File: config.mk
export PLATFORM = sky130hd
export DESIGN_NAME = seven_seg_driver_flat
export DESIGN_NICKNAME = d
export VERILOG_FILES = /design/src/rtl/seven_seg_driver_if.sv /design/src/rtl/seven_seg_driver.sv /design/src/flat_wrapper.sv
export SDC_FILE = /design/constraint.sdc
export NUM_CORES = 1
export LEC_CHECK = 0
export ABC_CLOCK_PERIOD_IN_PS = 2850
export BUFFER_PORTS_ARGS = -buffer_cell sky130_fd_sc_hd__buf_2
export CORE_UTILIZATION = 57
export CTS_CLUSTER_SIZE = 12
export DETAILED_ROUTE_END_ITERATION = 12
export GPL_ROUTABILITY_DRIVEN = 0
export HOLD_SLACK_MARGIN = 0.02
export PLACE_DENSITY_LB_ADDON = 0.2
export SLEW_MARGIN = 25
export SYNTH_ARGS = -nofsm -noshare
export SYNTH_HDL_FRONTEND = slang
export SYNTH_SLANG_ARGS = --single-unit
export TNS_END_PERCENT = 100
File: constraint.sdc
create_clock -name clk -period 2.85 [get_ports clk]
set_clock_uncertainty 0.1 [all_clocks]
set_input_delay 0.285 -clock clk [delete_from_list [all_inputs] [get_ports clk]]
set_output_delay 0.285 -clock clk [all_outputs]
set_load 0.01 [all_outputs]
File: src/rtl/seven_seg_driver_if.sv
// seven_seg_driver_if: display-code input and cathode/anode outputs of the
// four-digit seven-segment scanner. The master side supplies codes and
// watches the pins. The slave side is the driver.
// Optional feature macro: SEG_DIM_EN adds the 2-bit brightness signal.
interface seven_seg_driver_if;
  logic [15:0] display_code;
`ifdef SEG_DIM_EN
  logic [1:0]  brightness;
`endif
  logic [6:0]  seg;
  logic [3:0]  an;
  logic        dp;

  modport master (
`ifdef SEG_DIM_EN
    output brightness,
`endif
    output display_code,
    input  seg, an, dp
  );

  modport slave (
`ifdef SEG_DIM_EN
    input  brightness,
`endif
    input  display_code,
    output seg, an, dp
  );
endinterface

File: src/rtl/seven_seg_driver.sv
// seven_seg_driver: time-multiplexed driver for a four-digit common-anode
// seven-segment display. A prescaler divides each digit slot into
// REFRESH_DIV cycles. The first BLANK_CYCLES of each slot keep every anode
// off to avoid ghosting. Digit codes are latched once per frame so that a
// single scan never mixes old and new digits.
// Optional feature macro: SEG_DIM_EN adds a 2-bit brightness input that
// widens the anode-off window. brightness=3 gives full brightness.
module seven_seg_driver #(
  parameter int unsigned REFRESH_DIV  = 100000,
  parameter int unsigned BLANK_CYCLES = 16
) (
  input logic               clk,
  input logic               rst,
  seven_seg_driver_if.slave bus
);

  localparam int unsigned      CNT_W       = $clog2(REFRESH_DIV);
  localparam logic [CNT_W-1:0] CNT_LAST    = CNT_W'(REFRESH_DIV - 1);
  localparam logic [15:0]      FRAME_BLANK = 16'hEEEE;
  localparam logic [6:0]       GLYPH_OFF   = 7'b1111111;

  // Active-low {g,f,e,d,c,b,a}. Codes without a glyph show nothing.
  function automatic logic [6:0] decode_glyph(input logic [3:0] code);
    logic [6:0] g;
    case (code)
      4'h0:    g = 7'b1000000;
      4'h1:    g = 7'b1111001;
      4'h2:    g = 7'b0100100;
      4'h3:    g = 7'b0110000;
      4'h4:    g = 7'b0011001;
      4'h5:    g = 7'b0010010;
      4'h6:    g = 7'b0000010;
      4'h7:    g = 7'b1111000;
      4'h8:    g = 7'b0000000;
      4'h9:    g = 7'b0010000;
      4'hC:    g = 7'b0000110;
      4'hD:    g = 7'b0101111;
      default: g = GLYPH_OFF;
    endcase
    return g;
  endfunction

  logic [CNT_W-1:0] cnt;
  logic [1:0]       idx;
  logic [15:0]      frame;
  logic             tick;
  logic [31:0]      off_lim;
  logic [3:0]       digit_p0;
  logic [6:0]       seg_p0;
  logic [3:0]       an_p0;
`ifdef SEG_DIM_EN
  logic [31:0]      dim_lim;
`endif

  assign tick = (cnt == CNT_LAST);

  // Prescaler, digit index and once-per-frame capture of the display codes.
  always_ff @(posedge clk or posedge rst) begin
    if (rst) begin
      cnt   <= '0;
      idx   <= 2'd0;
      frame <= FRAME_BLANK;
    end else begin
      cnt <= tick ? '0 : cnt + CNT_W'(1);
      if (tick) begin
        idx <= idx + 2'd1;
      end
      if (tick && (idx == 2'd3)) begin
        frame <= bus.display_code;
      end
    end
  end

  // End of the anode-off window at the start of each slot.
  always_comb begin
    off_lim = BLANK_CYCLES;
`ifdef SEG_DIM_EN
    dim_lim = REFRESH_DIV - (((32'(bus.brightness) + 32'd1) * REFRESH_DIV) >> 2);
    if (dim_lim > off_lim) begin
      off_lim = dim_lim;
    end
`endif
  end

  // ---- stage p0: select the current digit, decode it and pick the anode
  always_comb begin
    digit_p0 = frame[{idx, 2'b00} +: 4];
    seg_p0   = decode_glyph(digit_p0);
    an_p0    = 4'b1111;
    if (32'(cnt) >= off_lim) begin
      an_p0 = ~(4'b0001 << idx);
    end
  end

  // ---- stage p1: register the cathodes and anodes together onto the pins
  always_ff @(posedge clk or posedge rst) begin
    if (rst) begin
      bus.seg <= GLYPH_OFF;
      bus.an  <= 4'b1111;
      bus.dp  <= 1'b1;
    end else begin
      bus.seg <= seg_p0;
      bus.an  <= an_p0;
      bus.dp  <= 1'b1;
    end
  end

endmodule

File: src/flat_wrapper.sv
// flat-port wrapper written by rule: the top's interface ports become plain ports
module seven_seg_driver_flat 
#(
  parameter int unsigned REFRESH_DIV  = 100000,
  parameter int unsigned BLANK_CYCLES = 16
)
  (clk, rst, bus_display_code, bus_seg, bus_an, bus_dp);
  seven_seg_driver_if bus_i ();
  input logic clk;
  input logic rst;
  input wire logic [$bits(bus_i.display_code)-1:0] bus_display_code;
  output wire logic [$bits(bus_i.seg)-1:0] bus_seg;
  output wire logic [$bits(bus_i.an)-1:0] bus_an;
  output wire logic [$bits(bus_i.dp)-1:0] bus_dp;
  assign bus_i.display_code = bus_display_code;
  assign bus_seg = bus_i.seg;
  assign bus_an = bus_i.an;
  assign bus_dp = bus_i.dp;
  seven_seg_driver #(.REFRESH_DIV(REFRESH_DIV), .BLANK_CYCLES(BLANK_CYCLES)) u_core (.clk(clk), .rst(rst), .bus(bus_i));
endmodule
==> flow_metrics.py <==
metrics = {
    "status": {
        "status": "completed",
    },
    "placement": {
        "dpl-instance-area_mm2": 0.00244,
        "hpwl_um": 2680,
        "port_buffers": 28,
    },
    "cts": {
        "cts_sinks": 46,
        "numCtsBuffers": 5,
        "clk_pin_slew_ps": 80,
        "clockBufferDepth": 2,
        "post-cts-setup-buffers": 0,
        "htree_levels": 2,
        "postCtsHoldBufs": 0,
        "ctsRootBufferMaster": "clkbuf_8",
        "clkLatencyLatePin_ps": 300,
        "cts_tree": "yes",
        "cts_resized": 0,
    },
    "yosys": {
        "syn_nets": 208,
        "ys_seq_area_frac": 0.519,
        "yosys_warnings": 0,
        "ys_top_cells_by_area": "dfstp_2, dfrtp_1, mux2_4",
        "syn_avg_cell_area_um2": 12.7,
        "synth-seq-cells": 46,
        "yosysTopAreaCell": "dfstp_2",
        "synth_top_area_share": 0.266,
        "syn_area_mm2": 0.00227,
        "synth_cell_type_count": 36,
        "synth_cells": 179,
    },
    "route": {
        "wirelength_um": 3570,
        "first_pass_iters": 4,
        "drt_iter0_drc": 82,
        "antenna_left": 0,
        "route.detailed.drc": 0,
        "vias": 1398,
        "via_per_inst": 5.42,
        "wire_per_inst_um": 13.8,
    },
    "global_routing": {
        "grt_pass1_wl_um": 6290,
        "antenna_found_initial": 0,
        "grt_pass1_vias": 1334,
        "grt_overflow": 0,
        "use_met2": 0.286,
        "use_met3": 0.0573,
        "grt_use_total": 0.202,
        "grt_max_degree": 47,
        "top_usage_layer": "met1",
        "grtUsageMet1": 0.300,
    },
    "cells_and_area": {
        "fin_area_mm2": 0.00255,
        "drive_above_1_share": 0.424,
        "antenna_cells": 0,
        "fin_nets": 238,
        "num-fill-cells": 290,
        "multi_input_area_mm2": 0.00101,
        "syn_to_final_growth_pct": 12.3,
        "regArea_mm2": 0.00118,
    },
    "floorplan": {
        "rows": 22,
        "start_util": 0.608,
        "io_pins": 30,
        "die_x_um": 65.2,
        "die_area_mm2": 0.00425,
        "die_y_um": 65.2,
        "core-area_mm2": 0.00374,
    },
    "worst_setup_path": {
        "cp.required_ps": 2960,
        "cp.arrival_ps": 2450,
        "critPathLaunchType": "register",
        "endpoint_kind": "register",
        "criticalPathCategory": "register to register",
        "path_max_fanout": 7,
    },
    "power": {
        "ir_drop_v": 0.000368,
        "p_leak_uw": 0.00116,
        "power.density_mw_per_mm2": 492,
    },
    "timing": {
        "worst_pin_slew_ps": 553,
        "slew_headroom": 0.631,
        "final_hold_viol_count": 0,
        "fmax_mhz": 428,
        "fin_crit_ps": 2340,
        "rsz0062_at_grt": "false",
        "fin_hold_ws_ps": 19.3,
        "drv_slew": 0,
        "fin_crit_sh": 0.821,
        "setup_viol": 0,
        "setup_tns_ps": 0,
    },
    "flow_run": {
        "maxCapViolCount": 0,
    },
    "min_path": {
        "hold_class": "primary input to async pin",
    },
}
==> final cells by class <==
class	instances	share of cell area
Inverter	12	0.0176
Clock inverter	3	0.0157
Multi-Input combinational cell	115	0.396
Sequential cell	46	0.462
Clock buffer	5	0.0269
Timing Repair Buffer	29	0.0578
Tap cell	48	0.0235
==> placed cells by master, fill, tap and decap left out <==
cell,netlist,final
a211oi_1,1,1
a21oi_1,5,5
a221oi_1,1,1
a31o_2,1,1
and2_1,1,1
and2_2,1,1
and4_1,1,1
and4_2,2,2
buf_2,3,28
buf_4,1,1
bufinv_16,0,1
clkbuf_8,0,5
clkinv_2,0,2
conb_1,1,1
dfrtp_1,23,23
dfstp_2,23,23
ha_1,11,11
inv_1,12,12
mux2_2,6,6
mux2_4,10,10
mux2i_1,2,2
mux4_2,6,6
nand2_1,9,9
nand3_1,8,8
nand3_4,1,1
nand4_1,4,4
nor2_1,15,15
nor2b_1,1,1
nor3_1,4,4
nor3b_1,1,1
nor4_1,2,2
nor4_4,1,1
o21ai_0,2,2
or3_1,2,2
or4_4,1,1
xnor2_1,11,11
xor2_1,4,4
==> path summary, 6_finish.rpt <==
check / slack, ps / startpoint / cells after the start / to
max: 510 / u_core.idx[0] / 5 / u_core.bus.seg[3]
min in group clk: 110 / bus_display_code[11] / 2 / u_core.frame[11]
min reg2reg: 410 / u_core.cnt[12] / 1 / u_core.cnt[12]
min: 20 / rst / 3 / u_core.cnt[14]
max reg2reg: 510 / u_core.idx[0] / 5 / u_core.bus.seg[3]
max in group asynchronous: 2240 / rst / 3 / u_core.frame[7]
==> routing by layer <==
metal	share of wire	up-vias	routed length, µm
met5	0	-	0
met4	0.014	0	49
met3	0.045	5	160
met2	0.46	43	1630
met1	0.48	679	1730
li1	-	671	-
==> registers in the layout, summed over array words and instances, names as in the netlist <==
signal          flops
u_core.bus.seg      7
u_core.bus.an       4
u_core.frame       16
u_core.idx          2
u_core.cnt         17
==> cell families after synthesis <==
family | share of synthesized area
other | 0.00165
and+or+nand+nor | 0.135
adders and majority gates | 0.0605
muxes | 0.164
AOI/OAI and AO/OA | 0.0264
buffers and inverters | 0.0363
xor gates and xnor gates | 0.0578
DFF | 0.519
==> per-stage QoR <==
stage	setup WS [ps]	std cells	power (µW)	util
final	511	258	1260	0.682
after CTS	505	258	1270	0.682
after floorplan	729	179	767	-
after detailed placement	512	250	801	0.653
after global placement	677	250	796	0.653
after global routing	408	258	1310	0.682
==> cell usage after synthesis, drive strengths merged <==
cell / number
a221oi: 1
mux2: 16
nand4: 4
mux4: 6
or3: 2
or4: 1
inv: 12
nor2b: 1
nand2: 9
xor2: 4
a21oi: 5
dfrtp: 23
buf: 5
mux2i: 2
nor3b: 1
o21ai: 2
and4: 3
dfstp: 23
nor2: 15
clkbuf: 1
nand3: 9
a211oi: 1
nor3: 4
ha: 11
and2: 2
a31o: 1
nor4: 3
conb: 1
xnor2: 11
==> report_power, final <==
| group | switching (µW) | leakage [µW] | total, µW | internal [µW] |
|---|---|---|---|---|
| Clock | 211 | 0.0000579 | 469 | 258 |
| Combinational | 45.6 | 0.000564 | 90.5 | 44.9 |
| Sequential | 9.04 | 0.000539 | 697 | 688 |
| Total | 265 | 0.00116 | 1260 | 991 |
==> critical path, stage by stage, from the launching register on <==
cell and delay [ps]:
dfrtp_1 550, mux4_2 650, inv_1 180, ha_1 220
inv_1 80, mux4_2 480
(Power assumes the default switching activity.)
